File: src/rtl/rtype_exec_ctrl.sv
// rtype_exec_ctrl
// Multi-cycle IF/ID/EX/WB controller for the R-type datapath. It fetches a
// MIPS R-format word, addresses the register file read ports and latches both
// operands. It computes the ALU result, then drives the register file write
// port for the single WB cycle.
//
// Ports:
//   clk         clock, all state updates on posedge
//   Reset       synchronous active-low reset
//   Run         fetch enable, only looked at in IF
//   Inst_Addr   current PC to instruction ROM
//   Inst        instruction word at Inst_Addr
//   R_Addr_A/B  rs / rt fields of IR
//   R_Data_A/B  register file read data
//   W_Addr      rd field of IR
//   W_Data      latched ALU result
//   Write_Reg   registered write enable, high for the whole WB cycle
//   ZF / OF     zero / signed-overflow flags of the last executed instruction
//   Illegal     one-cycle pulse in WB for an unsupported instruction
module rtype_exec_ctrl #(
  parameter logic [31:0] PC_RESET = 32'h0000_0000,
  parameter int unsigned PC_STEP  = 4
) (
  input  logic        clk,
  input  logic        Reset,
  input  logic        Run,
  output logic [31:0] Inst_Addr,
  input  logic [31:0] Inst,
  output logic [4:0]  R_Addr_A,
  output logic [4:0]  R_Addr_B,
  input  logic [31:0] R_Data_A,
  input  logic [31:0] R_Data_B,
  output logic [4:0]  W_Addr,
  output logic [31:0] W_Data,
  output logic        Write_Reg,
  output logic        ZF,
  output logic        OF,
  output logic        Illegal
);

  typedef enum logic [1:0] {S_IF, S_ID, S_EX, S_WB} state_t;

  state_t      r_state, w_next;
  logic [31:0] r_pc, r_ir, r_a, r_b, r_f;
  logic        r_zf, r_of, r_wr, r_ill;

  logic [5:0]  w_funct;
  logic [4:0]  w_shamt;
  logic [31:0] w_sum, w_diff, w_alu;
  logic        w_legal, w_of;

  assign Inst_Addr = r_pc;
  assign R_Addr_A  = r_ir[25:21];
  assign R_Addr_B  = r_ir[20:16];
  assign W_Addr    = r_ir[15:11];
  assign W_Data    = r_f;
  assign Write_Reg = r_wr;
  assign ZF        = r_zf;
  assign OF        = r_of;
  assign Illegal   = r_ill;

  assign w_shamt = r_ir[10:6];
  assign w_funct = r_ir[5:0];
  assign w_sum   = r_a + r_b;
  assign w_diff  = r_a - r_b;

  always_ff @(posedge clk) begin
    if (!Reset) r_state <= S_IF;
    else        r_state <= w_next;
  end

  always_comb begin
    w_next = r_state;
    case (r_state)
      S_IF:    if (Run) w_next = S_ID;
      S_ID:    w_next = S_EX;
      S_EX:    w_next = S_WB;
      S_WB:    w_next = S_IF;
      default: w_next = S_IF;
    endcase
  end

  // ALU / decode. Illegal encodings force F=0 and OF=0 so the flags still
  // update in a defined way.
  always_comb begin
    w_alu   = '0;
    w_of    = 1'b0;
    w_legal = (r_ir[31:26] == 6'd0);
    case (w_funct)
      6'b100000: begin
        w_alu = w_sum;
        w_of  = (r_a[31] == r_b[31]) && (w_sum[31] != r_a[31]);
      end
      6'b100001: w_alu = w_sum;
      6'b100010: begin
        w_alu = w_diff;
        w_of  = (r_a[31] != r_b[31]) && (w_diff[31] != r_a[31]);
      end
      6'b100011: w_alu = w_diff;
      6'b100100: w_alu = r_a & r_b;
      6'b100101: w_alu = r_a | r_b;
      6'b100110: w_alu = r_a ^ r_b;
      6'b100111: w_alu = ~(r_a | r_b);
      6'b101010: w_alu = {31'd0, ($signed(r_a) < $signed(r_b))};
      6'b101011: w_alu = {31'd0, (r_a < r_b)};
      6'b000000: w_alu = r_b << w_shamt;
      6'b000010: w_alu = r_b >> w_shamt;
      6'b000011: w_alu = $signed(r_b) >>> w_shamt;
      default:   w_legal = 1'b0;
    endcase
    if (!w_legal) begin
      w_alu = '0;
      w_of  = 1'b0;
    end
  end

  always_ff @(posedge clk) begin
    if (!Reset) begin
      r_pc  <= PC_RESET;
      r_ir  <= '0;
      r_a   <= '0;
      r_b   <= '0;
      r_f   <= '0;
      r_zf  <= 1'b0;
      r_of  <= 1'b0;
      r_wr  <= 1'b0;
      r_ill <= 1'b0;
    end else begin
      case (r_state)
        S_IF: begin
          if (Run) begin
            r_ir <= Inst;
            r_pc <= r_pc + 32'(PC_STEP);
          end
        end
        S_ID: begin
          r_a <= R_Data_A;
          r_b <= R_Data_B;
        end
        S_EX: begin
          r_f   <= w_alu;
          r_zf  <= (w_alu == 32'd0);
          r_of  <= w_of;
          r_wr  <= w_legal && (r_ir[15:11] != 5'd0);
          r_ill <= !w_legal;
        end
        S_WB: begin
          r_wr  <= 1'b0;
          r_ill <= 1'b0;
        end
        default: ;
      endcase
    end
  end

endmodule

File: config.mk
export PLATFORM = sky130hd
export DESIGN_NAME = rtype_exec_ctrl
export DESIGN_NICKNAME = d
export VERILOG_FILES = /design/src/rtl/rtype_exec_ctrl.sv
export SDC_FILE = /design/constraint.sdc
export NUM_CORES = 1
export LEC_CHECK = 0
export ABC_AREA = 1
export CAP_MARGIN = 20
export CORE_MARGIN = 10
export CORE_UTILIZATION = 40
export DETAILED_ROUTE_END_ITERATION = 6
export PLACE_DENSITY = 0.61
export SETUP_SLACK_MARGIN = 0.4
export SLEW_MARGIN = 20
export SYNTH_ARGS = -nofsm -noshare
export SYNTH_HDL_FRONTEND = slang
export SYNTH_SLANG_ARGS = --single-unit
File: constraint.sdc
create_clock -name clk -period 2.7 [get_ports clk]
set_clock_uncertainty 0.1 [all_clocks]
set_input_delay 0.27 -clock clk [delete_from_list [all_inputs] [get_ports clk]]
set_output_delay 0.27 -clock clk [all_outputs]
set_load 0.005 [all_outputs]
After elaboration in Yosys (flattened, before gate mapping)
Index checks and enable logic that the tools add are counted.
{"block": "totals", "reg_bits": 166, "input_bits": 99, "out_inout_bits": 83, "wordCells": 65}
{"block": "op_classes", "add_sub_neg": 3, "magnitude_cmp": 2, "n_eq_ne": 20, "shift": 3, "muxes": 9, "n_bitwise": 4, "n_reduce_logical": 14}
{"operator": "$pmux W32 S11", "n": 1}
{"operator": "$lt A32 B32 Y1", "n": 2}
{"operator": "$eq A6 B6 Y1 const B", "n": 10}
{"operator": "$add A32 B3 Y32 const B", "n": 1}
{"operator": "$add A32 B32 Y32", "n": 1}
{"operator": "$and A32 B32 Y32", "n": 1}
{"operator": "$logic_not A32 Y1", "n": 1}
{"operator": "$mux W32", "n": 1}
{"operator": "$not A32 Y32", "n": 1}
{"operator": "$or A32 B32 Y32", "n": 1}
{"operator": "$shl A32 B5 Y32", "n": 1}
{"operator": "$shr A32 B5 Y32", "n": 1}
{"operator": "$sshr A32 B5 Y32", "n": 1}
{"operator": "$sub A32 B32 Y32", "n": 1}
{"operator": "$xor A32 B32 Y32", "n": 1}
{"operator": "$reduce_or A13 Y1", "n": 1}
{"operator": "$eq A6 B2 Y1 const B", "n": 2}
{"operator": "$logic_not A6 Y1", "n": 2}
{"operator": "$pmux W2 S4", "n": 1}
{"operator": "$pmux W1 S2", "n": 3}
{"operator": "$reduce_bool A5 Y1", "n": 1}
{"operator": "$eq A2 B2 Y1 const B", "n": 2}
{"operator": "$reduce_or A2 Y1", "n": 2}
{"operator": "$logic_and A1 B1 Y1", "n": 3}
{"operator": "10 further kinds", "n": 13}

Depth between registers and ports, before layout
Gate-level depths: netlist of run 1.
{"block": "depth", "depth_word": 5, "mapped_depth": 22, "ltp_nobuf": 22}

Least setup slack after synthesis of run 1
OpenSTA, ideal clock, no wires.
{"block": "synth_path", "kind": "register to register", "start": "reg r_a[0]", "end": "reg r_zf (netlist: ZF)", "setup_time_ns": 0.068, "arrival_time_ns": 2.292, "required_time_ns": 2.532, "slack_ns": 0.240, "stages_incl_launch_ff": 23, "cell_sequence": "dfxtp_1 inv_1 ha_1 fa_1 inv_1 nand2_1 nand3_1 nand3b_4 nand2_1 nand2_1 nand2_1 nand2_1 nand2_1 nor2_1 nor2_1 nand2_1 nand2_1 nand2_1 nor2_1 nand3_1 nor2_1 nand2_1 a21oi_2"}
{"block": "synth_between", "elab_chain_len": 5, "word_cells_on_any_way": 11, "classes_between": "add/sub: 2; order compare: 2; mux: 2; bitwise: 4; reduce/logical: 1"}
{"element": "start, declared", "line_no": "44", "text": "logic [31:0] r_pc, r_ir, r_a, r_b, r_f;"}
{"element": "start signal, assigned", "line_no": "137", "text": "r_a <= R_Data_A;"}
{"element": "branches (longest 2 deep; another with $sub A32 B32 Y32)"}
{"element": "$pmux W32 S11 (*)", "line_no": "89", "text": "case (w_funct)"}
{"element": "$mux W32 (*)", "line_no": "111", "text": "if (!w_legal) begin"}
{"element": "$logic_not A32 Y1 (*)", "line_no": "142", "text": "r_zf <= (w_alu == 32'd0);"}
{"element": "end signal, assigned", "line_no": "142"}
{"element": "end, declared", "line_no": "45", "text": "logic r_zf, r_of, r_wr, r_ill;"}
Every way passes the cells marked *.
A chain may end at the register's enable or synchronous reset.

Worst setup path in the final report of run 1
Same ends and word-level chain as after synthesis.

==> results.yml, run 1 <==
clock_network:
  cts-root-buf: "clkbuf_16"
  cts_tree: "done"
  cts_inserted_buffers: 17
  cts_buffer_depth: 2
  ctsHoldBuffers: 0
  clkSinkCount: 164
  htree_levels: 4
  clock_latency_ns: 0.50
  clk_pin_slew_ns: 0.08
synthesis:
  synth-edff-count: 0
  ys.flop_type: "dfxtp_1"
  synth-seq-cells: 164
  syn_avg_cell_area_um2: 5.646
  synth_top_area_cell: "dfxtp_1"
  syn_inst: 2949
  syn_area_um2: 16650
  ys_types: 50
  synthDominantCellAreaShare_pct: 19.72
  yosys_warnings: 0
  async_flop_share_pct: 0
  seq_area_frac_synth_pct: 19.72
  yosys-top-cells-area: "dfxtp_1 (20%), nand2_1 (19%), nand3_1 (14%)"
drt:
  post_drt_wl_per_cell_um: 22.86
  wl_um: 99690
  ant_nets: 0
  detail_route.first_pass.iterations: 7
  drtIter0Drc: 3217
  viasPerCell: 5.742
  num_vias: 25034
  drcViolationCount: 0
placed_design:
  hpwl_um: 75860
  place_inst: 4216
  gp_congestion: 1.105
  numPortBuffers: 179
  place_ws_ns: -0.5064
  placed_cell_area_um2: 24020
timing:
  slew_headroom_pct: 48.37
  rsz0062_at_grt: "true"
  tightestPinTransition_ns: 0.7664
  setup_slack_ns: -0.1417
  slew_viol_final: 0
  finalCritPeriodShare_pct: 105.2
  layout_min_cycle_time_ns: 2.842
  setup_violations: 5
  hold_viol_final: 0
  max_freq_mhz: 351.9
floorplanning:
  die_y_um: 224.0
  coreArea_um2: 41020
  fp.dieW_um: 224.0
  die_area_um2: 50190
  start_util_pct: 40.59
  num_rows: 74
  ioPinCount: 182
run_status:
  violations: "setup timing"
  outcome: "finished, violations left"
grt:
  grt_pass1_vias: 22922
  grt_overflow_total: 0
  grt_pass1_wl_um: 138900
  grt_max_degree: 76
  antenna_found_initial: 2
  track_usage_pct: 36.19
power_and_ir_drop:
  p_total_w: 0.03771
  power_density_nw_per_um2: 1285
  peakVddDrop_mv: 0.8476
  p_leak_nw: 13.97
setup_path:
  critPathCaptureType: "flop"
  r2r_end: "ZF"
  r2r_start: "r_a[0]"
  worst_setup_path_start_kind: "flop"
  r2r_slack_ns: -0.14
  path_cells: "inv_2 -> ha_4 -> fa_2 -> inv_2 -> buf_6 -> nand2_4 -> nand3_4 -> nand3b_4 -> nand2_4 -> nand2_4 -> nand2_4 -> nand2_2 -> nand2_1 -> nand2_1 -> nand3_1 -> nand3_2 -> nand2_2 -> nand2_1 -> nor2_1 -> nand2_1 -> nor2_2 -> nand2_1 -> a21oi_2"
  slowest_stage: "dfxtp_2"
  cp.required_ns: 3.04
  cp_common_cell: "nand2_1"
  critPathMaxFanout: 3
  r2r_cells: 23
  crit_arrival_ns: 3.18
  critPathBufInv: 3
  critPathTopFamily: "simple AND/OR/NAND/NOR gates"
  worst-setup-path-type: "reg -> reg"
  cp_slowest_stage_delay_ns: 0.37
final_layout:
  drive_gt1_share_pct: 43.06
  fin_area_um2: 29350
  layout_common_cells: "buf_4 (691), nand2_1 (596), nand3_1 (342)"
  fill_cells: 3396
  utilization_pct: 71.57
  stdcell_count: 4360
  layout_commonest_cell: "buf_4"
  area_growth_pct: 76.31
  nets: 4024
job:
  cap_violations: 0
worst_hold_path:
  hold_path_class: "in -> reg"
  holdPathStages: 3
  min_from: "Reset"
  whs_endpoint: "r_ir[21]"
-- synthesized netlist by cell type, drive strengths merged (13+ instances only) --
| master | number |
|---|---|
| nand2 | 832 |
| nand3 | 454 |
| inv | 328 |
| nor2 | 287 |
| o21ai | 233 |
| a21oi | 198 |
| dfxtp | 164 |
| ha | 109 |
| buf | 93 |
| clkbuf | 67 |
| nand4 | 44 |
| nor3 | 36 |
| o21bai | 13 |
-- how the worst max path moves through the flow --
stage | slack, ns | cells past startpoint | end | startpoint
final | -0.14 | 23 | ZF | r_a[0]
after floorplan | 0.36 | 22 | ZF | r_a[0]
after CTS | -0.07 | 21 | ZF | r_b[2]
after global routing | -0.25 | 21 | ZF | r_a[6]
after detailed placement | -0.51 | 21 | ZF | r_a[5]
after global placement | -0.51 | 18 | ZF | r_a[5]
-- layer usage --
metal  routed length, um  track usage (%)
met5                   0                0
met4                6373            21.39
met3               10790            7.721
met2               43380            56.06
met1               39140            45.54
-- registers in the layout, summed over array words and instances (netlist names) --
| register | count |
|---|---|
| ZF | 1 |
| r_ir | 32 |
| r_a | 32 |
| Write_Reg | 1 |
| OF | 1 |
| Illegal | 1 |
| Inst_Addr | 30 |
| r_b | 32 |
| r_state | 2 |
| W_Data | 32 |
-- worst reg2reg max path: cells and delay by family, from the launching register on --
family	cells	cell delay [ns]
fa+ha+maj	2	0.51
flops	1	0.37
simple gates	17	1.43
buf+inv	3	0.26
compound gates	1	0.11
-- cell type report --
class / instances / area (um2) / area share [%]
clock buffers: 17 / 425.4 / 1.449
well taps: 532 / 665.6 / 2.268
multi-input cells: 2296 / 14530 / 49.49
inverters: 330 / 1289 / 4.390
repair buffers: 1005 / 8864 / 30.19
clock inverters: 15 / 211.5 / 0.7203
flip-flops and latches: 164 / 3369 / 11.48
diodes: 1 / 2.502 / 0.008525
-- cells by family after synthesis --
group / after synthesis / synth area share [%]
adder cells (fa/ha/maj): 111 / 8.432
AND/OR/NAND/NOR: 1692 / 43.78
buffers and inverters: 490 / 12.35
other: 1 / 0.02252
AO/OA/AOI/OAI: 481 / 15.17
flip-flops: 164 / 19.72
XOR/XNOR: 10 / 0.5261
-- stage by stage --
stage               TNS, ns  hold WS [ns]
floorplan                 0        0.3367
detailed placement   -2.582        0.3644
finish              -0.2952        0.1225
global route        -0.9205        0.1704
global placement     -2.299        0.3528
CTS                 -0.1041        0.1044
-- where the power goes --
part | internal [W] | total [W] | leakage [nW] | switching (W)
registers | 0.00321 | 0.00374 | 1.37 | 0.000535
clock network | 0.00129 | 0.00272 | 0.305 | 0.00143
logic | 0.0136 | 0.0312 | 12.3 | 0.0177
-- timing repair --
action / in CTS / in global routing
cloned: 0 / 6
resized for setup: 581 / 478
endpoints found under the hold margin: 0 / 0
setup buffers: 44 / 61
pin swaps: 146 / 188
setup endpoints to repair: 43 / 48
(Power assumes the default switching activity.)
==> run 2, diff against run 1 <==
--- a/config.mk
+++ b/config.mk
@@ -6,11 +6,11 @@
 export NUM_CORES = 1
 export LEC_CHECK = 0
 export ABC_AREA = 1
-export CAP_MARGIN = 20
+export CAP_MARGIN = 25
 export CORE_MARGIN = 10
-export CORE_UTILIZATION = 40
+export CORE_UTILIZATION = 30
 export DETAILED_ROUTE_END_ITERATION = 6
-export PLACE_DENSITY = 0.61
+export PLACE_DENSITY = 0.49
 export SETUP_SLACK_MARGIN = 0.4
 export SLEW_MARGIN = 20
 export SYNTH_ARGS = -nofsm -noshare
==> results.yml, run 2 (synthesis gave the netlist of run 1 again) <==
setup_path:
  path_cells: "buf_4 -> inv_2 -> nor2_4 -> inv_1 -> nor2_2 -> buf_4 -> buf_4 -> nand2_1 -> nand4_1 -> a21oi_1 -> nand4_1 -> nand2_2 -> nand2_1 -> nor2_1 -> nand2_1 -> nor2_1 -> nand2_1 -> a21oi_2"
  worst-setup-path-type: "reg -> reg"
  r2r_cells: 18
  critPathMaxFanout: 5
  cp_common_cell: "nand2_1"
  cp_slowest_stage_delay_ns: 0.32
  crit_cells: 18
  critPathTopFamily: "simple AND/OR/NAND/NOR gates"
  critPathCaptureType: "flop"
  worst_setup_path_start_kind: "flop"
  cp.required_ns: 3.03
  slowest_stage: "dfxtp_1"
  critPathBufInv: 5
  crit_arrival_ns: 3.26
drt:
  ant_nets: 0
  num_vias: 23700
  drcViolationCount: 0
  detail_route.first_pass.iterations: 6
  drtIter0Drc: 1799
  wl_um: 100300
  post_drt_wl_per_cell_um: 21.85
  viasPerCell: 5.162
floorplanning:
  fp.dieW_um: 255.6
  ioPinCount: 182
  start_util_pct: 30.28
  die_area_um2: 65320
  die_y_um: 255.6
  coreArea_um2: 54990
  num_rows: 86
grt:
  track_usage_pct: 29.09
  grt_max_degree: 65
  antenna_found_initial: 2
  grt_pass1_wl_um: 145100
  grt_overflow_total: 0
  grt_pass1_vias: 22397
timing:
  max_freq_mhz: 341.5
  slew_headroom_pct: 56.20
  layout_min_cycle_time_ns: 2.928
  hold_viol_final: 0
  finalCritPeriodShare_pct: 108.5
  hold_ws_ns: 0.2505
  tightestPinTransition_ns: 0.6571
  setup_slack_ns: -0.2284
  setup_violations: 3
  slew_viol_final: 0
  rsz0062_at_grt: "true"
worst_hold_path:
  hold_path_class: "in -> reg"
  holdPathStages: 3
run_status:
  violations: "setup timing"
  outcome: "finished, violations left"
placed_design:
  hpwl_um: 80740
  place_ws_ns: -0.6500
  numPortBuffers: 179
  gp_congestion: 1.026
  place_inst: 4416
power_and_ir_drop:
  p_leak_nw: 14.05
  power_density_nw_per_um2: 1267
  p_total_w: 0.03751
  peakVddDrop_mv: 0.6448
final_layout:
  drive_gt1_share_pct: 42.47
  layout_commonest_cell: "buf_4"
  antennaDiodeCount: 0
  area_growth_pct: 77.76
  nets: 4040
  multi_input_comb_area_um2: 14430
  layout_common_cells: "buf_4 (689), nand2_1 (631), nand3_1 (350)"
  stdcell_count: 4591
  fill_cells: 5540
  utilization_pct: 53.83
  seqCellArea_um2: 3376
clock_network:
  cts_buffer_depth: 2
  cts-root-buf: "clkbuf_16"
  cts_inserted_buffers: 17
  ctsHoldBuffers: 0
  cts_tree: "done"
  clock_latency_ns: 0.50
  clkSinkCount: 164
  clk_pin_slew_ns: 0.08
  htree_levels: 4
job:
  cap_violations: 0
==> run 2: cell count changes in the layout (fill, tap and decap cells not counted), sizes merged <==
cell and delta:
diode -1, bufinv +2, clkbuf -5, clkinv -5, clkinvlp +5, bufbuf +1, buf +21, inv -3
==> run 2: metal layers <==
| layer | track usage (%) | vias to the layer above | routed length, um |
|---|---|---|---|
| li1 | - | 11417 | - |
| met4 | 10.40 | 4 | 3761 |
| met3 | 4.780 | 135 | 6893 |
| met5 | 0 | - | 17 |
| met2 | 45.88 | 840 | 44400 |
| met1 | 39.26 | 11304 | 45250 |
==> run 2: repair_timing <==
item,CTS,global route
cloned,1,0
pin swaps,158,145
buffers inserted,85,57
endpoints found under the setup margin,45,49
gates resized for setup,668,391
==> run 2: power by group <==
part	switching (W)	total, W	leakage [nW]	internal, W
registers	0.000492	0.00370	1.37	0.00321
clock network	0.00129	0.00270	0.292	0.00141
logic	0.0173	0.0311	12.4	0.0138
total	0.0191	0.0375	14.1	0.0184
==> run 2: worst reg2reg max path: cells and delay by family (launching register included) <==
family	cells	cell delay, ns
flops	1	0.32
buf+inv	5	0.65
compound gates	2	0.44
simple gates	11	1.35
==> run 2: area by class of cell <==
class,count,share of cell area [%]
multi-input cells,2296,48.76
clock inverters,14,0.6383
well taps,748,3.162
clock buffers,18,1.450
flip-flops and latches,164,11.41
inverters,330,4.316
repair buffers,1021,30.27
==> run 2: stage by stage <==
stage	setup TNS [ns]	cell area (um2)
finish	-0.4040	29600
global route	-0.9783	29600
CTS	-0.2421	27830
detailed placement	-3.455	24130
global placement	-3.785	24130
floorplan	0	16740
==> run 2: path summary, 6_finish.rpt <==
kind	slack [ns]	endpoint	startpoint
setup / recovery	-0.23	ZF	r_ir[1]
hold reg to reg	0.38	r_ir[15]	r_ir[15]
setup reg to reg	-0.23	ZF	r_ir[1]
hold / removal	0.25	r_ir[2]	Reset
